### src/rtl/rx_axi_arbiter.sv
// rx_axi_arbiter: two-port AXI3 master arbiter with independent write/read FSMs, each grant held for a whole transaction.
// Build option: define RX_ARB_FIXED_PRIO_EN for fixed port-0 priority; otherwise round-robin.
module rx_axi_arbiter #(
  parameter int ADDR_W = 64,
  parameter int DATA_W = 32,
  parameter int ID_W   = 4
) (
  input  logic                aclk,
  input  logic                aresetn,
  input  logic [ID_W-1:0]     s0_awid,
  input  logic [ADDR_W-1:0]   s0_awaddr,
  input  logic [3:0]          s0_awlen,
  input  logic [2:0]          s0_awsize,
  input  logic [1:0]          s0_awburst,
  input  logic                s0_awvalid,
  output logic                s0_awready,
  input  logic [ID_W-1:0]     s0_wid,
  input  logic [DATA_W-1:0]   s0_wdata,
  input  logic [DATA_W/8-1:0] s0_wstrb,
  input  logic                s0_wlast,
  input  logic                s0_wvalid,
  output logic                s0_wready,
  output logic [ID_W-1:0]     s0_bid,
  output logic [1:0]          s0_bresp,
  output logic                s0_bvalid,
  input  logic                s0_bready,
  input  logic [ID_W-1:0]     s0_arid,
  input  logic [ADDR_W-1:0]   s0_araddr,
  input  logic [3:0]          s0_arlen,
  input  logic [2:0]          s0_arsize,
  input  logic [1:0]          s0_arburst,
  input  logic                s0_arvalid,
  output logic                s0_arready,
  output logic [ID_W-1:0]     s0_rid,
  output logic [DATA_W-1:0]   s0_rdata,
  output logic [1:0]          s0_rresp,
  output logic                s0_rlast,
  output logic                s0_rvalid,
  input  logic                s0_rready,
  input  logic [ID_W-1:0]     s1_awid,
  input  logic [ADDR_W-1:0]   s1_awaddr,
  input  logic [3:0]          s1_awlen,
  input  logic [2:0]          s1_awsize,
  input  logic [1:0]          s1_awburst,
  input  logic                s1_awvalid,
  output logic                s1_awready,
  input  logic [ID_W-1:0]     s1_wid,
  input  logic [DATA_W-1:0]   s1_wdata,
  input  logic [DATA_W/8-1:0] s1_wstrb,
  input  logic                s1_wlast,
  input  logic                s1_wvalid,
  output logic                s1_wready,
  output logic [ID_W-1:0]     s1_bid,
  output logic [1:0]          s1_bresp,
  output logic                s1_bvalid,
  input  logic                s1_bready,
  input  logic [ID_W-1:0]     s1_arid,
  input  logic [ADDR_W-1:0]   s1_araddr,
  input  logic [3:0]          s1_arlen,
  input  logic [2:0]          s1_arsize,
  input  logic [1:0]          s1_arburst,
  input  logic                s1_arvalid,
  output logic                s1_arready,
  output logic [ID_W-1:0]     s1_rid,
  output logic [DATA_W-1:0]   s1_rdata,
  output logic [1:0]          s1_rresp,
  output logic                s1_rlast,
  output logic                s1_rvalid,
  input  logic                s1_rready,
  output logic [ID_W-1:0]     m_awid,
  output logic [ADDR_W-1:0]   m_awaddr,
  output logic [3:0]          m_awlen,
  output logic [2:0]          m_awsize,
  output logic [1:0]          m_awburst,
  output logic                m_awvalid,
  input  logic                m_awready,
  output logic [ID_W-1:0]     m_wid,
  output logic [DATA_W-1:0]   m_wdata,
  output logic [DATA_W/8-1:0] m_wstrb,
  output logic                m_wlast,
  output logic                m_wvalid,
  input  logic                m_wready,
  input  logic [ID_W-1:0]     m_bid,
  input  logic [1:0]          m_bresp,
  input  logic                m_bvalid,
  output logic                m_bready,
  output logic [ID_W-1:0]     m_arid,
  output logic [ADDR_W-1:0]   m_araddr,
  output logic [3:0]          m_arlen,
  output logic [2:0]          m_arsize,
  output logic [1:0]          m_arburst,
  output logic                m_arvalid,
  input  logic                m_arready,
  input  logic [ID_W-1:0]     m_rid,
  input  logic [DATA_W-1:0]   m_rdata,
  input  logic [1:0]          m_rresp,
  input  logic                m_rlast,
  input  logic                m_rvalid,
  output logic                m_rready
);

  typedef enum logic [1:0] {W_IDLE, W_ADDR, W_DATA, W_RESP} w_state_t;
  typedef enum logic [1:0] {R_IDLE, R_ADDR, R_DATA} r_state_t;

  w_state_t r_wstate, w_wstate_next;
  r_state_t r_rstate, w_rstate_next;
  logic     r_wgrant, w_wgrant_next;
  logic     r_rgrant, w_rgrant_next;
  logic     w_wpick, w_rpick;
  logic     w_b_done, w_r_done;

  assign w_b_done = (r_wstate == W_RESP) && m_bvalid && (r_wgrant ? s1_bready : s0_bready);
  assign w_r_done = (r_rstate == R_DATA) && m_rvalid && m_rlast && (r_rgrant ? s1_rready : s0_rready);

`ifdef RX_ARB_FIXED_PRIO_EN
  assign w_wpick = !s0_awvalid;
  assign w_rpick = !s0_arvalid;
`else
  logic r_w_last, r_r_last;

  // On a tie the port that did not win last time gets the bus.
  assign w_wpick = (s0_awvalid && s1_awvalid) ? ~r_w_last : s1_awvalid;
  assign w_rpick = (s0_arvalid && s1_arvalid) ? ~r_r_last : s1_arvalid;

  always_ff @(posedge aclk or negedge aresetn) begin
    if (!aresetn) begin
      r_w_last <= 1'b1;
      r_r_last <= 1'b1;
    end else begin
      if (w_b_done) r_w_last <= r_wgrant;
      if (w_r_done) r_r_last <= r_rgrant;
    end
  end
`endif

  always_ff @(posedge aclk or negedge aresetn) begin
    if (!aresetn) begin
      r_wstate <= W_IDLE;
      r_rstate <= R_IDLE;
      r_wgrant <= 1'b0;
      r_rgrant <= 1'b0;
    end else begin
      r_wstate <= w_wstate_next;
      r_rstate <= w_rstate_next;
      r_wgrant <= w_wgrant_next;
      r_rgrant <= w_rgrant_next;
    end
  end

  always_comb begin
    w_wstate_next = r_wstate;
    w_wgrant_next = r_wgrant;
    m_awid = '0; m_awaddr = '0; m_awlen = '0; m_awsize = '0; m_awburst = '0; m_awvalid = 1'b0;
    m_wid = '0; m_wdata = '0; m_wstrb = '0; m_wlast = 1'b0; m_wvalid = 1'b0;
    m_bready = 1'b0;
    s0_awready = 1'b0; s1_awready = 1'b0;
    s0_wready = 1'b0; s1_wready = 1'b0;
    s0_bid = '0; s0_bresp = '0; s0_bvalid = 1'b0;
    s1_bid = '0; s1_bresp = '0; s1_bvalid = 1'b0;
    case (r_wstate)
      W_IDLE: begin
        if (s0_awvalid || s1_awvalid) begin
          w_wgrant_next = w_wpick;
          w_wstate_next = W_ADDR;
        end
      end
      W_ADDR: begin
        m_awid     = r_wgrant ? s1_awid    : s0_awid;
        m_awaddr   = r_wgrant ? s1_awaddr  : s0_awaddr;
        m_awlen    = r_wgrant ? s1_awlen   : s0_awlen;
        m_awsize   = r_wgrant ? s1_awsize  : s0_awsize;
        m_awburst  = r_wgrant ? s1_awburst : s0_awburst;
        m_awvalid  = r_wgrant ? s1_awvalid : s0_awvalid;
        s0_awready = !r_wgrant && m_awready;
        s1_awready = r_wgrant && m_awready;
        if (m_awvalid && m_awready) w_wstate_next = W_DATA;
      end
      W_DATA: begin
        m_wid     = r_wgrant ? s1_wid    : s0_wid;
        m_wdata   = r_wgrant ? s1_wdata  : s0_wdata;
        m_wstrb   = r_wgrant ? s1_wstrb  : s0_wstrb;
        m_wlast   = r_wgrant ? s1_wlast  : s0_wlast;
        m_wvalid  = r_wgrant ? s1_wvalid : s0_wvalid;
        s0_wready = !r_wgrant && m_wready;
        s1_wready = r_wgrant && m_wready;
        // The burst ends on wlast alone; awlen is not cross-checked.
        if (m_wvalid && m_wready && m_wlast) w_wstate_next = W_RESP;
      end
      W_RESP: begin
        m_bready = r_wgrant ? s1_bready : s0_bready;
        if (r_wgrant) begin
          s1_bid = m_bid; s1_bresp = m_bresp; s1_bvalid = m_bvalid;
        end else begin
          s0_bid = m_bid; s0_bresp = m_bresp; s0_bvalid = m_bvalid;
        end
        if (w_b_done) w_wstate_next = W_IDLE;
      end
      default: w_wstate_next = W_IDLE;
    endcase
  end

  always_comb begin
    w_rstate_next = r_rstate;
    w_rgrant_next = r_rgrant;
    m_arid = '0; m_araddr = '0; m_arlen = '0; m_arsize = '0; m_arburst = '0; m_arvalid = 1'b0;
    m_rready = 1'b0;
    s0_arready = 1'b0; s1_arready = 1'b0;
    s0_rid = '0; s0_rdata = '0; s0_rresp = '0; s0_rlast = 1'b0; s0_rvalid = 1'b0;
    s1_rid = '0; s1_rdata = '0; s1_rresp = '0; s1_rlast = 1'b0; s1_rvalid = 1'b0;
    case (r_rstate)
      R_IDLE: begin
        if (s0_arvalid || s1_arvalid) begin
          w_rgrant_next = w_rpick;
          w_rstate_next = R_ADDR;
        end
      end
      R_ADDR: begin
        m_arid     = r_rgrant ? s1_arid    : s0_arid;
        m_araddr   = r_rgrant ? s1_araddr  : s0_araddr;
        m_arlen    = r_rgrant ? s1_arlen   : s0_arlen;
        m_arsize   = r_rgrant ? s1_arsize  : s0_arsize;
        m_arburst  = r_rgrant ? s1_arburst : s0_arburst;
        m_arvalid  = r_rgrant ? s1_arvalid : s0_arvalid;
        s0_arready = !r_rgrant && m_arready;
        s1_arready = r_rgrant && m_arready;
        if (m_arvalid && m_arready) w_rstate_next = R_DATA;
      end
      R_DATA: begin
        m_rready = r_rgrant ? s1_rready : s0_rready;
        if (r_rgrant) begin
          s1_rid = m_rid; s1_rdata = m_rdata; s1_rresp = m_rresp;
          s1_rlast = m_rlast; s1_rvalid = m_rvalid;
        end else begin
          s0_rid = m_rid; s0_rdata = m_rdata; s0_rresp = m_rresp;
          s0_rlast = m_rlast; s0_rvalid = m_rvalid;
        end
        if (w_r_done) w_rstate_next = R_IDLE;
      end
      default: w_rstate_next = R_IDLE;
    endcase
  end

endmodule

### config.mk
export PLATFORM = sky130hd
export DESIGN_NAME = rx_axi_arbiter
export DESIGN_NICKNAME = d
export VERILOG_FILES = /design/src/rtl/rx_axi_arbiter.sv
export SDC_FILE = /design/constraint.sdc
export NUM_CORES = 1
export LEC_CHECK = 0
export BUFFER_PORTS_ARGS = -buffer_cell sky130_fd_sc_hd__buf_4
export CAP_MARGIN = 10
export CELL_PAD_IN_SITES_DETAIL_PLACEMENT = 1
export CELL_PAD_IN_SITES_GLOBAL_PLACEMENT = 1
export CORE_AREA = 8 8 285 287
export DETAILED_ROUTE_END_ITERATION = 10
export DIE_AREA = 0 0 293 295
export PLACE_DENSITY = 0.49
export SLEW_MARGIN = 5
export SYNTH_ARGS = -nofsm -noshare
export SYNTH_HDL_FRONTEND = slang
export SYNTH_SLANG_ARGS = --single-unit
### constraint.sdc
create_clock -name aclk -period 3 [get_ports aclk]
set_clock_uncertainty 0.05 [all_clocks]
set_input_delay 0.3 -clock aclk [delete_from_list [all_inputs] [get_ports aclk]]
set_output_delay 0.3 -clock aclk [all_outputs]
set_load 0.05 [all_outputs]
==> results of run 1 <==
-- state kept, by name, indices dropped and copies added (netlist names) --
signal	cells
r_rstate	2
r_r_last	1
r_wstate	2
r_wgrant	1
r_rgrant	1
r_w_last	1
-- through the flow --
stage / util (%) / std cells / worst slack (ns) / power (mW) / hold slack [ns]
4_1_cts: 14.9 / 2372 / 0.331 / 11.7 / 0.305
3_5_place_dp: 14.8 / 2368 / 0.584 / 11.4 / 0.115
5_1_grt: 14.9 / 2375 / 0.233 / 12.1 / 0.312
3_3_place_gp: 14.8 / 2368 / 0.610 / 11.3 / 0.116
2_1_floorplan: - / 615 / 0.823 / 7.75 / -0.0456
6_report: 14.9 / 2379 / 0.487 / 11.5 / 0.313
-- cell type report --
class	count	area (µm²)	share of cell area, %
antenna	7	17.5	0.153
clock buffer	3	75.1	0.656
inverter	5	18.8	0.164
multi-input combinational	545	3980	34.7
sequential	8	210	1.84
tap	1040	1300	11.4
timing repair buffer	771	5850	51.1
-- critical path, stage by stage (launching register included) --
cell and delay [ns]:
dfrtp_4 0.78, buf_12 0.35, mux2i_1 0.45, nor2b_1 0.10, buf_4 0.20
-- report_power, final --
group / switching (mW) / leakage, nW / internal [mW]
sequential: 0.214 / 0.0901 / 0.182
combinational: 7.27 / 5.93 / 3.57
clock: 0.0694 / 0.0370 / 0.174
-- routing by layer --
layer,vias to the layer above,global-route usage (%),wire length [µm]
met5,-,0,44
met2,493,21.9,28500
met1,3386,15.6,25100
met3,50,4.77,5450
met4,6,1.40,575
li1,3480,-,-
-- layout by cell type, fill, tap and decap left out, types with 2 or more instances in the layout --
master / count
o21ai_1: 2
buf_4: 765
ha_1: 4
diode_2: 7
dfstp_2: 2
buf_12: 5
clkbuf_16: 3
dfrtp_4: 2
nor2_2: 2
dfrtp_1: 4
nor2_1: 86
nor2b_1: 123
mux2i_1: 199
inv_1: 5
and3_1: 10
nand2b_1: 4
and2_1: 86
nand2_1: 11
a32o_1: 2
nand4_1: 3
-- final timing paths --
check / startpoint / end / slack (ns) / cells after the start
max: r_wgrant / m_wid[2] / 0.49 / 4
min: s1_awvalid / r_wgrant / 0.31 / 2
max reg2reg: r_wgrant / r_wstate[1] / 0.79 / 5
min reg2reg: r_rstate[1] / r_rstate[0] / 0.45 / 1
max in group asynchronous: aresetn / r_w_last / 2.25 / 2
min in group asynchronous: aresetn / r_rstate[1] / 0.41 / 2
-- cells by family (layout without fill, tap and decap cells) --
kind of cell	Yosys count	count (layout)	synth area share (%)
adders and majority gates	5	5	1.40
buffers and inverters	62	779	6.59
muxes	201	201	45.1
DFF	8	8	4.54
other	0	7	0
and+or+nand+nor	329	329	40.6
AOI/OAI and AO/OA	10	10	1.68
-- what timing repair did --
item | CTS | global route
endpoints found under the setup margin | 0 | 0
hold endpoints to repair | 6 | 0
hold buffers | 1 | 0
==> results.ini, run 1 <==
[outcome]
status = completed

[synthesis]
yosysUniqueCellTypes = 29
synth_top_area_share_pct = 44.6
ys.flop_type = dfrtp_1
synth.avg_cell_area_um2 = 7.25
synthArstFlopShare_pct = 100
synth.area.top_cells = mux2i_1, nor2b_1, and2_1
synth_nets = 1072
yosys_warnings = 0
synth_common_cells = mux2i_1, nor2b_1, nor2_1
synth_area_mm2 = 0.00446
synth_cells = 615
ys_seq_elements = 8
synth_most_common_cell = mux2i_1
synth-seq-area-share_pct = 4.54
synth_edf_count = 0
synth_top_area_cell = mux2i_1

[clock_tree]
clkSlewWorstSetupHoldPaths_ns = 0.04
cts_resized = 0
post_cts_buffers = 0
clock_latency_ns = 0.24
cts_buffers = 3
htree_levels = 1
cts_root_buffer = clkbuf_16
cts_tree = yes
clockBufferDepth = 2
numClockSinks = 8

[route]
drt_pass1_iterations = 4
dr_total_vias = 7415
drc = 0
antenna_left = 0
routedWlPerCell_um = 25.1
via_per_inst = 3.12
drt_first_iter_violations = 148
drt-total-wl_um = 59700

[floorplan]
ios = 752
dieArea_mm2 = 0.0864
rows = 102
start_util_pct = 5.82
core_area_mm2 = 0.0767
die_w_um = 293
die_y_um = 295

[power_and_ir_drop]
p_leak_nw = 6.05
ir_drop_mv = 0.722
p_per_area_mw_per_mm2 = 1000

[sta]
grt_setup_unrepaired = no
hold_viol_final = 0
timing.setup.tns_ns = 0
fin_crit_ns = 2.51
fmax_ghz = 0.398
drv_slew = 0
slew_headroom_pct = 59.8
finalCritPeriodShare_pct = 83.8
tightestPinTransition_ns = 0.603
setup_viol = 0

[placed_design]
post_dp_cell_area_mm2 = 0.0113
dpl.hpwl_um = 55500
io_buffer_count = 751
gp_congestion = 0.838

[layout]
syn_to_final_growth_pct = 157
drive_above_1_share_pct = 58.7
stdcell_area_mm2 = 0.0115
nets = 1791
nFillCells = 9286

[global_routing]
grt_pass1_wl_um = 77200
grt_usage_pct = 12.7
grt_pass1_vias = 8321
antenna_found_initial = 29
grt_overflow = 0
grt_max_degree = 83

[setup_path]
cp-end-kind = primary output
critPathKind = reg2out
cp.arrival_ns = 2.16
required_ns = 2.65
cp-start-kind = flip-flop
crit_fanout = 43

[job]
drv_cap = 0

[hold_path]
hold_path_class = in2reg

Note: power is estimated with default switching activity, not from simulation.
==> run 2, diff against run 1 <==
- ABC_AREA: unset -> 1
- CORE_AREA: 8 8 285 287 -> 8 8 284 286
- DIE_AREA: 0 0 293 295 -> 0 0 292 294
- PLACE_DENSITY: 0.49 -> 0.52
- clock period: 3 -> 2.6 ns (I/O delays scaled with it)
==> run 2 against run 1 <==
  * Non-clock buffer count up 5
  * Sequential power down 30%
  * Total power up 9.5%
  * Via count up 17%
  * Clock power up 15%
  * Sequential share of layout area up 0.079 points
==> results.ini, run 2 <==
[outcome]
status = completed

[global_routing]
grtUsageMet1_pct = 11.7  ; -3.9 points
grt_max_degree = 80  ; -3.6%
grt_pass1_wl_um = 67500  ; -13%
met3_usage_pct = 3.79  ; -0.97 points
use_met2_pct = 19.1  ; -2.8 points
grt_usage_pct = 10.5  ; -2.3 points
grt_overflow = 0  ; unchanged
grt_pass1_vias = 9601  ; +15%
antenna_found_initial = 11  ; -62%
busiest_layer = met2

[synthesis]
synth_common_cells = nand2_1, a21oi_1, nor2_1
synth_top_area_share_pct = 38.9  ; -5.8 points
ys.flop_type = dfrtp_1
synth-compound-area-share_pct = 26.1  ; +24 points
synth.avg_cell_area_um2 = 4.53  ; -38%
yosys.area_share.xor_xnor_pct = 0  ; unchanged
synth_cells = 890  ; +45%
synth-seq-area-share_pct = 5.03  ; +0.49 points
yosys.area_share.simple_pct = 51.0  ; +10 points
yosys_warnings = 0  ; unchanged
synth_area_mm2 = 0.00403  ; -9.7%
synth_top_area_cell = nand2_1
synth.area.top_cells = nand2_1, a21oi_1, nor2_1
ys_seq_elements = 8  ; unchanged
synth_nets = 1347  ; +26%
synthArstFlopShare_pct = 100  ; unchanged
synthMuxAreaShare_pct = 0  ; -45 points
synth_top_family_by_area = simple AND/OR/NAND/NOR gates
synth_most_common_cell = nand2_1
synth_edf_count = 0  ; unchanged
yosysUniqueCellTypes = 28  ; -3.4%
yosys.area_share.adder_pct = 1.55  ; +0.15 points

[sta]
fin_crit_ns = 2.30
timing.setup.tns_ns = 0  ; unchanged
hold_viol_final = 0  ; unchanged
grt_setup_unrepaired = no
tightestPinTransition_ns = 0.569  ; -0.0338 ns
drv_slew = 0  ; unchanged
slew_headroom_pct = 62.1  ; +2.3 points
postLayoutSetupSlackWorst_ns = 0.298  ; -0.189 ns
fmax_ghz = 0.434
finalCritPeriodShare_pct = 88.5
setup_viol = 0  ; unchanged

[power_and_ir_drop]
power_frac_comb_pct = 95.6  ; +1.2 points
p_per_area_mw_per_mm2 = 1160  ; +16%
swShare_pct = 71.0  ; +5.2 points
p_leak_nw = 5.85  ; -3.4%
switchingPower_mw = 8.93  ; +18%
p_clk_share_pct = 2.2  ; about the same
ir_drop_mv = 0.699  ; -3.2%
intPower_mw = 3.65  ; -7.1%
power.share.sequential_pct = 2.2  ; -1.3 points

[clock_tree]
numClockSinks = 8  ; unchanged
clockBufferDepth = 2  ; unchanged
hold_buffers = 1  ; unchanged
post_cts_buffers = 0  ; unchanged
cts_root_buffer = clkbuf_16
htree_levels = 1  ; unchanged
clkSlewWorstSetupHoldPaths_ns = 0.04  ; about the same
cts_buffers = 3  ; unchanged
clock_latency_ns = 0.24  ; about the same
cts_resized = 0  ; unchanged
cts_tree = yes

[route]
drt-total-wl_um = 49400  ; -17%
antenna_left = 0  ; unchanged
via_per_inst = 3.36  ; +7.7%
dr_total_vias = 8694  ; +17%
drt_first_iter_violations = 265  ; +79%
routedWlPerCell_um = 19.1  ; -24%
drc = 0  ; unchanged
drt_pass1_iterations = 4  ; unchanged

[placed_design]
post_dp_cell_area_mm2 = 0.0108  ; -5.3%
pre_cts_ws_ns = 0.541  ; -0.0429 ns
io_buffer_count = 751  ; unchanged
dpl.hpwl_um = 44300  ; -20%
gp_congestion = 0.902  ; +7.7%

[setup_path]
cp.arrival_ns = 1.99  ; -0.17 ns
cp-start-kind = flip-flop
cp-end-kind = primary output
required_ns = 2.29  ; -0.36 ns
critPathKind = reg2out
crit_fanout = 18  ; -58%

[floorplan]
dieArea_mm2 = 0.0858  ; -0.68%
ios = 752  ; unchanged
die_y_um = 294  ; -0.34%
core_area_mm2 = 0.0764  ; -0.33%
die_w_um = 292  ; -0.34%
start_util_pct = 5.27  ; -0.55 points
rows = 102  ; unchanged

[layout]
multiInputGateArea_mm2 = 0.00318  ; -20%
final_cell_mix = buf_4, nand2_1, a21oi_1
stdcell_area_mm2 = 0.0108  ; -5.3%
final_common_cell = buf_4
largestRegisters = r_rstate x2, r_wstate x2
drive_above_1_share_pct = 49.8  ; -8.9 points
syn_to_final_growth_pct = 169
regArea_um2 = 208  ; -1.2%
final_util_pct = 14.2  ; -0.74 points
nFillCells = 9556  ; +2.9%
nets = 2056  ; +15%

[job]
drv_cap = 0  ; unchanged

[hold_path]
hold_path_class = in2reg

[run 2: cell count changes after synthesis, sizes merged, moves of 7 or more]
cell	change
nor3	+7
a21oi	+197
nor2b	-123
inv	+56
clkbuf	-11
buf	+26
nand2	+408
nor2	+12
and2	-86
mux2i	-199
and3	-10
[run 2: power groups by stage]
stage	Combinational [mW]	Sequential (mW)	Clock, mW
floorplan	8.09	0.236	0
global placement	12.1	0.274	0
detailed placement	12.2	0.282	0
CTS	12.2	0.281	0.301
global route	12.8	0.290	0.307
finish	12.0	0.278	0.279
[run 2: worst paths after layout]
check	endpoint	cells after the start	slack, ns	startpoint
min	r_rgrant	2	0.24	s1_arvalid
min in group asynchronous	r_rstate[0]	2	0.36	aresetn
max	m_wid[3]	6	0.30	r_wstate[0]
max reg2reg	r_wstate[0]	8	0.82	r_wgrant
max in group asynchronous	r_w_last	2	1.91	aresetn
min reg2reg	r_r_last	2	0.43	r_r_last
[run 2: metal layers]
metal,vias to the layer above,routed length [µm],part of all wire (%)
met5,-,47,0.095
met4,6,860,1.7
met3,39,4430,9.0
met2,463,24600,50
met1,3999,19400,39
li1,4187,-,-
[run 2: cell type report]
type | instances | area share, %
multi-input combinational | 748 | 29.3
antenna | 4 | 0.0923
clock buffer | 3 | 0.692
inverter | 62 | 2.19
tap | 988 | 11.4
sequential | 8 | 1.91
timing repair buffer | 776 | 54.4
[run 2: kinds of logic after synthesis]
kind of cell	Yosys count
adder cells (fa/ha/maj)	5
buffers and inverters	134
AO/OA/AOI/OAI	207
AND/OR/NAND/NOR	536
flip-flops	8
[run 2: critical path, cell delays in order (launching register included)]
cell	delay, ns
dfrtp_1	0.42
inv_1	0.13
ha_1	0.20
clkinv_1	0.09
buf_4	0.21
a21oi_1	0.40
buf_4	0.29
[run 2: through the flow]
step           power (mW)  hold slack (ns)  std cells
6_report             12.6            0.235       2589
5_1_grt              13.4            0.240       2585
4_1_cts              12.8            0.224       2585
3_5_place_dp         12.5           0.0729       2581
3_3_place_gp         12.4           0.0744       2581
2_1_floorplan        8.33          -0.0856        890
